===== config.mk =====
export PLATFORM = sky130hd
export DESIGN_NAME = pipe_stage_ctrl
export DESIGN_NICKNAME = d
export VERILOG_FILES = /design/src/rtl/pipe_stage_ctrl.sv
export SDC_FILE = /design/constraint.sdc
export NUM_CORES = 1
export LEC_CHECK = 0
export BUFFER_PORTS_ARGS = -buffer_cell sky130_fd_sc_hd__buf_4
export CORE_ASPECT_RATIO = 0.5
export CORE_MARGIN = 1.5
export CORE_UTILIZATION = 35
export CTS_CLUSTER_SIZE = 10
export DETAILED_ROUTE_END_ITERATION = 16
export GPL_ROUTABILITY_DRIVEN = 0
export REMOVE_ABC_BUFFERS = 1
export SLEW_MARGIN = 20
export SYNTH_ARGS = -nofsm -noshare
export SYNTH_HDL_FRONTEND = slang
export SYNTH_SLANG_ARGS = --single-unit

===== constraint.sdc =====
create_clock -name Clk -period 3 [get_ports Clk]
set_input_delay 0.3 -clock Clk [delete_from_list [all_inputs] [get_ports Clk]]
set_output_delay 0.3 -clock Clk [all_outputs]
set_load 0.01 [all_outputs]

===== src/rtl/pipe_stage_ctrl.sv =====
// DEPTH-stage pipeline register chain with operand forwarding, load-use stall and branch flush.
// Optional retire/stall/flush counters are compiled in when PIPE_PERF_EN is defined.
module pipe_stage_ctrl #(
    parameter int DEPTH       = 3,
    parameter int INSTR_W     = 32,
    parameter int CTRL_W      = 12,
    parameter int DATA_W      = 32,
    parameter int RA_W        = 5,
    parameter int ZERO_REG    = 31,
    parameter int FLUSH_DEPTH = 2,
    localparam int SEL_W      = $clog2(DEPTH + 1)
) (
    input  logic                        Clk,
    input  logic                        Reset,
    input  logic                        Advance,
    input  logic                        InValid,
    input  logic [INSTR_W-1:0]          InInstr,
    input  logic [CTRL_W-1:0]           InCtrl,
    input  logic [RA_W-1:0]             InDest,
    input  logic                        InWrReg,
    input  logic                        InIsLoad,
    input  logic [RA_W-1:0]             InRs1,
    input  logic [RA_W-1:0]             InRs2,
    input  logic [DATA_W-1:0]           ExResult,
    input  logic [DATA_W-1:0]           MemData,
    input  logic                        Flush,
    output logic                        InReady,
    output logic [DEPTH-1:0]            StageValid,
    output logic [DEPTH*INSTR_W-1:0]    StageInstr,
    output logic [DEPTH*CTRL_W-1:0]     StageCtrl,
    output logic [DEPTH*DATA_W-1:0]     StageResult,
    output logic [SEL_W-1:0]            Fwd1Sel,
    output logic [SEL_W-1:0]            Fwd2Sel,
    output logic [DATA_W-1:0]           Fwd1Data,
    output logic [DATA_W-1:0]           Fwd2Data,
`ifdef PIPE_PERF_EN
    output logic [15:0]                 RetireCnt,
    output logic [15:0]                 StallCnt,
    output logic [15:0]                 FlushCnt,
`endif
    output logic                        Stall
);

    localparam int FLUSH_LIM = (FLUSH_DEPTH < DEPTH) ? FLUSH_DEPTH : DEPTH;
    localparam logic [RA_W-1:0] ZERO_RA = RA_W'(ZERO_REG);

    logic [DEPTH-1:0]   valid_q, valid_d;
    logic [DEPTH-1:0]   wr_q, wr_d;
    logic [DEPTH-1:0]   load_q, load_d;
    logic [INSTR_W-1:0] instr_q  [DEPTH];
    logic [INSTR_W-1:0] instr_d  [DEPTH];
    logic [CTRL_W-1:0]  ctrl_q   [DEPTH];
    logic [CTRL_W-1:0]  ctrl_d   [DEPTH];
    logic [RA_W-1:0]    dest_q   [DEPTH];
    logic [RA_W-1:0]    dest_d   [DEPTH];
    logic [DATA_W-1:0]  result_q [DEPTH];
    logic [DATA_W-1:0]  result_d [DEPTH];

    logic [DEPTH-1:0]   hit1, hit2;

    // Per-stage hazard match and output packing.
    for (genvar gi = 0; gi < DEPTH; gi++) begin : g_stage
        assign hit1[gi] = valid_q[gi] && wr_q[gi] && (dest_q[gi] == InRs1) && (InRs1 != ZERO_RA);
        assign hit2[gi] = valid_q[gi] && wr_q[gi] && (dest_q[gi] == InRs2) && (InRs2 != ZERO_RA);
        assign StageInstr[gi*INSTR_W +: INSTR_W] = instr_q[gi];
        assign StageCtrl[gi*CTRL_W +: CTRL_W]    = ctrl_q[gi];
        assign StageResult[gi*DATA_W +: DATA_W]  = result_q[gi];
    end

    assign StageValid = valid_q;
    assign Stall      = InValid && load_q[0] && (hit1[0] || hit2[0]);
    assign InReady    = !Stall || Flush;

    // Oldest stages are visited first so that younger matches overwrite them.
    always_comb begin
        Fwd1Sel  = '0;
        Fwd1Data = '0;
        Fwd2Sel  = '0;
        Fwd2Data = '0;
        for (int k = DEPTH - 1; k >= 1; k--) begin
            if (hit1[k]) begin
                Fwd1Sel  = SEL_W'(k + 1);
                Fwd1Data = result_q[k];
            end
            if (hit2[k]) begin
                Fwd2Sel  = SEL_W'(k + 1);
                Fwd2Data = result_q[k];
            end
        end
        if (hit1[0] && !load_q[0]) begin
            Fwd1Sel  = SEL_W'(1);
            Fwd1Data = ExResult;
        end
        if (hit2[0] && !load_q[0]) begin
            Fwd2Sel  = SEL_W'(1);
            Fwd2Data = ExResult;
        end
    end

    always_comb begin
        valid_d  = valid_q;
        wr_d     = wr_q;
        load_d   = load_q;
        instr_d  = instr_q;
        ctrl_d   = ctrl_q;
        dest_d   = dest_q;
        result_d = result_q;
        if (Advance) begin
            for (int k = DEPTH - 1; k >= 1; k--) begin
                valid_d[k]  = valid_q[k-1];
                wr_d[k]     = wr_q[k-1];
                load_d[k]   = load_q[k-1];
                instr_d[k]  = instr_q[k-1];
                ctrl_d[k]   = ctrl_q[k-1];
                dest_d[k]   = dest_q[k-1];
                result_d[k] = result_q[k-1];
            end
            result_d[1] = load_q[0] ? MemData : ExResult;
            // A refused instruction turns into an all-zero bubble.
            valid_d[0]  = InReady && InValid;
            wr_d[0]     = InReady && InWrReg;
            load_d[0]   = InReady && InIsLoad;
            instr_d[0]  = InReady ? InInstr : '0;
            ctrl_d[0]   = InReady ? InCtrl  : '0;
            dest_d[0]   = InReady ? InDest  : '0;
            result_d[0] = '0;
        end
        if (Flush) begin
            for (int k = 0; k < FLUSH_LIM; k++) begin
                valid_d[k] = 1'b0;
            end
        end
    end

    always_ff @(posedge Clk) begin
        if (!Reset) begin
            valid_q  <= '0;
            wr_q     <= '0;
            load_q   <= '0;
            instr_q  <= '{default: '0};
            ctrl_q   <= '{default: '0};
            dest_q   <= '{default: '0};
            result_q <= '{default: '0};
        end else begin
            valid_q  <= valid_d;
            wr_q     <= wr_d;
            load_q   <= load_d;
            instr_q  <= instr_d;
            ctrl_q   <= ctrl_d;
            dest_q   <= dest_d;
            result_q <= result_d;
        end
    end

`ifdef PIPE_PERF_EN
    logic [15:0] retire_cnt_q, stall_cnt_q, flush_cnt_q;

    always_ff @(posedge Clk) begin
        if (!Reset) begin
            retire_cnt_q <= '0;
            stall_cnt_q  <= '0;
            flush_cnt_q  <= '0;
        end else begin
            if (Advance && valid_q[DEPTH-1] && retire_cnt_q != 16'hFFFF)
                retire_cnt_q <= retire_cnt_q + 16'd1;
            if (Advance && Stall && !Flush && stall_cnt_q != 16'hFFFF)
                stall_cnt_q <= stall_cnt_q + 16'd1;
            if (Flush && flush_cnt_q != 16'hFFFF)
                flush_cnt_q <= flush_cnt_q + 16'd1;
        end
    end

    assign RetireCnt = retire_cnt_q;
    assign StallCnt  = stall_cnt_q;
    assign FlushCnt  = flush_cnt_q;
`endif

endmodule

# [After elaboration in Yosys (flattened, before gate mapping)]
# Cells that the tools add are included.
[word_totals] in_bits=130 ff_bits=218 word_cells=67 output_inout_bits=301
[op_classes] n_eq_ne=8 mux=16 n_reduce_logical=27 bitwise_logic=1
[op_table] operator="32-bit two-way mux" count=8
[op_table] operator="5-bit == test" count=6
[op_table] operator="1-bit logical AND" count=22
[op_table] operator="12-bit two-way mux" count=1
[op_table] operator="2-bit two-way mux" count=6
[op_table] operator="5-bit != test, second input constant" count=2
[op_table] operator="5-bit two-way mux" count=1
[op_table] operator="1-bit logical NOT" count=2
[op_table] operator="1-bit logical OR" count=2
[op_table] operator="2-bit OR reduction" count=1
[op_table] operator="1-bit inverter" count=1

# [Depth between registers and ports, before layout]
[logic_depth] word_depth=8 ltp_mapped=8

# [Worst setup path after synthesis]
# No wires, ideal clock.
[synth_path] kind="reg-to-output" start="reg dest_q[13] in the netlist's numbering" end="out Fwd2Data[10]" required_ns=2.700 path_buffers=2 slack_ns=0.808 t_arrival_ns=1.892 path_stages_with_launch=8 path_cell_list="dfxtp_1 > xnor2_1 > nand3_1 > or4_4 > or3_1 > buf_2 > buf_2 > a2bb2oi_1"
[synth_via] elab_chain_len=5
[synth_rtl] item="start: declaration" line="54" source="logic [RA_W-1:0] dest_q [DEPTH];"
[synth_rtl] item="start signal: assignment" line="150" source="dest_q <= dest_d;"
[synth_rtl] item="5-bit == test" line="64" source="assign hit2[gi] = valid_q[gi] && wr_q[gi] && (dest_q[gi] == InRs2) && (InRs2 != ZERO_RA);"
[synth_rtl] item="1-bit logical AND (2 in a row)" line="64"
[synth_rtl] item="1-bit logical AND" line="94" source="if (hit2[0] && !load_q[0]) begin"
[synth_rtl] item="32-bit two-way mux" line="94"
[synth_rtl] item="end: declaration" line="35" source="output logic [DATA_W-1:0] Fwd2Data,"
# Every way passes these cells.

# [Final worst setup path]
[layout_path] start="reg dest_q[13] in the netlist's numbering" end="out Fwd2Data[26]"
# The elaborated chain is that of the path after synthesis.

==> impl_metrics.env <==
export IMPL_die_w_um=249.2
export IMPL_start_util_pct=36.08
export IMPL_port_buffers=398
export IMPL_fillers=2801
export IMPL_multi_input_area_sq_mm=0.005649
export IMPL_die_area_sq_mm=0.03142
export IMPL_clock_tree_root_cell="clkbuf_16"
export IMPL_fin_total_pwr_mw=6.859
export IMPL_synth_edf_count=0
export IMPL_synth_main_ff_cell="dfxtp_1"
export IMPL_drive_above_1_share_pct=29.83
export IMPL_ant_nets=0
export IMPL_area_delta_synth_final_pct=38.57
export IMPL_vias=10010
export IMPL_finalHoldViolCount=0
export IMPL_remaining_drc_errors=0
export IMPL_place_hpwl_mm=24.69
export IMPL_cts_buffers=26
export IMPL_seqCellArea_sq_mm=0.004370
export IMPL_path_max_fanout=28
export IMPL_fin_skew_ps=23.80
export IMPL_avgViaCountPerCell=5.107
export IMPL_row_count=44
export IMPL_start_kind="flop"
export IMPL_drv_cap=0
export IMPL_dp_slack_ps=370.5
export IMPL_grt_util_all_layers_pct=22.07
export IMPL_period_needed_ps=2856
export IMPL_htree_levels=1
export IMPL_netlist_instances=1215
export IMPL_syn_area_per_cell_sq_um=8.731
export IMPL_setup_ws_ps=143.6
export IMPL_core_sq_mm=0.02940
export IMPL_grt_max_degree=153
export IMPL_final_area_sq_mm=0.01470
export IMPL_tightestPinTransition_ps=1004
export IMPL_antenna_found_initial=0
export IMPL_async_reset_ff_share_pct=0
export IMPL_placed_area_sq_mm=0.01385
export IMPL_clk_latency_ps=550
export IMPL_place_inst=1919
export IMPL_wl_per_cell_um=18.55
export IMPL_pwr_density_cell_mw_per_mm2=466.6
export IMPL_rsz0062_at_grt="false"
export IMPL_clk_pin_slew_ps=60
export IMPL_crit_buf_inv=2
export IMPL_cts_sinks=218
export IMPL_grt_pass1_vias=9619
export IMPL_synth_area_top_cells="dfxtp_1 41%, mux2i_1 16%, nor2b_1 7.9%"
export IMPL_drv_slew=0
export IMPL_layout_common_cells="412 x buf_4, 213 x dfxtp_1, 166 x mux2i_1"
export IMPL_routed_wirelength_mm=36.37
export IMPL_tns_ps=0
export IMPL_ys_warn_count=0
export IMPL_worstPathRequired_ps=2700
export IMPL_status="finished clean"
export IMPL_cp_top_family="simple AND/OR/NAND/NOR gates"
export IMPL_max_stage_delay_ps=530
export IMPL_endpoint_kind="primary output"
export IMPL_clk_path_buf_depth=3
export IMPL_period_share_pct=95.21
export IMPL_crit_slowest_cell="or4_4"
export IMPL_vdd_drop_max_mv=0.3594
export IMPL_slew_headroom_pct=32.83
export IMPL_boundaryPins=431
export IMPL_grt_pass1_wl_mm=55.76
export IMPL_layout_commonest_cell="buf_4"
export IMPL_arrival_ps=2560
export IMPL_grt_ovfl_total=0
export IMPL_final_core_util_pct=50.00
export IMPL_ys_ff_latch=218
export IMPL_p_leak_nw=6.576
export IMPL_cts_tree="yes"
export IMPL_drtPass1Iterations=6
export IMPL_syn_area_sq_mm=0.01061
export IMPL_first_iter_violations=612
export IMPL_setup_viol=0
export IMPL_timing_fmax_ghz=0.3501
export IMPL_fin_cells=1960
export IMPL_die_y_um=126.1
export IMPL_ys_seq_area_share_pct=41.14
export IMPL_ys_types=38
export IMPL_yosys_area_top_type="dfxtp_1"
export IMPL_worstPathCellList="xnor2_1 > nand3_1 > or4_4 > or3_4 > buf_12 > a2bb2oi_1 > buf_4"
export IMPL_holdWs_ps=36.19
export IMPL_netlist_area_leader_share_pct=41.14
export IMPL_hp_class="in -> reg"
export IMPL_worstSetupPathType="reg -> out"
export IMPL_diodes=0
export IMPL_nets=1695
[where the power goes]
group | leakage [nW] | internal, mW | switching, mW | total, mW
sequential | 1.78 | 3.03 | 0.144 | 3.17
combinational | 4.44 | 0.469 | 0.434 | 0.903
clock | 0.353 | 1.60 | 1.19 | 2.79
[cell usage after synthesis (2+ instances only)]
| library cell | count |
|---|---|
| a21oi_1 | 28 |
| a2bb2oi_1 | 27 |
| a31oi_1 | 37 |
| and2_1 | 2 |
| buf_1 | 13 |
| buf_2 | 5 |
| buf_4 | 33 |
| clkbuf_1 | 81 |
| clkbuf_2 | 4 |
| dfxtp_1 | 218 |
| inv_1 | 35 |
| mux2i_1 | 166 |
| nand2_1 | 128 |
| nand3_1 | 83 |
| nand4_1 | 5 |
| nor2_1 | 11 |
| nor2b_1 | 134 |
| nor3_1 | 32 |
| nor4_1 | 6 |
| nor4bb_1 | 2 |
| o211a_1 | 32 |
| o21ai_0 | 84 |
| o21ai_1 | 4 |
| or3_1 | 3 |
| xnor2_1 | 24 |
| xor2_1 | 6 |
[sequential cells by signal, indices dropped and copies added (netlist names)]
| register | cells |
|---|---|
| load_q | 1 |
| StageInstr | 96 |
| wr_q | 3 |
| StageResult | 64 |
| dest_q | 15 |
| StageCtrl | 36 |
| StageValid | 3 |
[layout make-up]
class | count | area share, %
clock buffers | 30 | 4.665
clock inverters | 2 | 0.2639
inverters | 35 | 0.8938
multi-input cells | 857 | 38.43
flip-flops and latches | 218 | 29.73
well taps | 391 | 3.328
repair buffers | 427 | 22.68
[path summary, 6_finish.rpt]
check                                  start        endpoint  slack (ps)  cells after the start
worst max-delay path              dest_q[13]    Fwd2Data[26]         140                      7
worst min-delay path               InCtrl[8]    StageCtrl[8]          40                      3
worst max register to register    dest_q[12]  StageInstr[25]         630                      7
worst min register to register  StageCtrl[3]    StageCtrl[3]         470                      2
[layer usage]
layer | wire length (um) | global-route usage (%) | share of wire, % | vias up
li1 | - | - | - | 4825
met1 | 15080 | 26.75 | 41 | 4807
met2 | 18440 | 39.99 | 51 | 295
met3 | 1520 | 3.080 | 4.2 | 82
met4 | 1335 | 8.034 | 3.7 | 0
met5 | 0 | 0 | 0 | -
[worst register-to-register path, stage by stage, from the launching register on]
cell and delay, ps:
dfxtp_2 380, xnor2_1 130, nand3_1 150, or4_1 560, a2111oi_4 410, buf_4 220
bufbuf_16 310, o21ai_0 100
[repair_timing]
action / CTS / global route
cloned: 1 / 0
hold buffers: 4 / 0
buffers inserted: 2 / 2
resized for setup: 4 / 5
hold endpoints to repair: 4 / 0
pin swaps: 2 / 3
endpoints found under the setup margin: 28 / 38
[cells by family after synthesis]
family                 Yosys count  share of synthesized area, %
AND/OR/NAND/NOR                413                         19.97
multiplexers                   166                         15.66
other                            1                       0.03535
AO/OA/AOI/OAI                  216                         13.39
buffers and inverters          171                         7.325
flip-flops                     218                         41.14
XOR/XNOR                        30                         2.477
No activity file was read; power rests on OpenSTA's default activity.
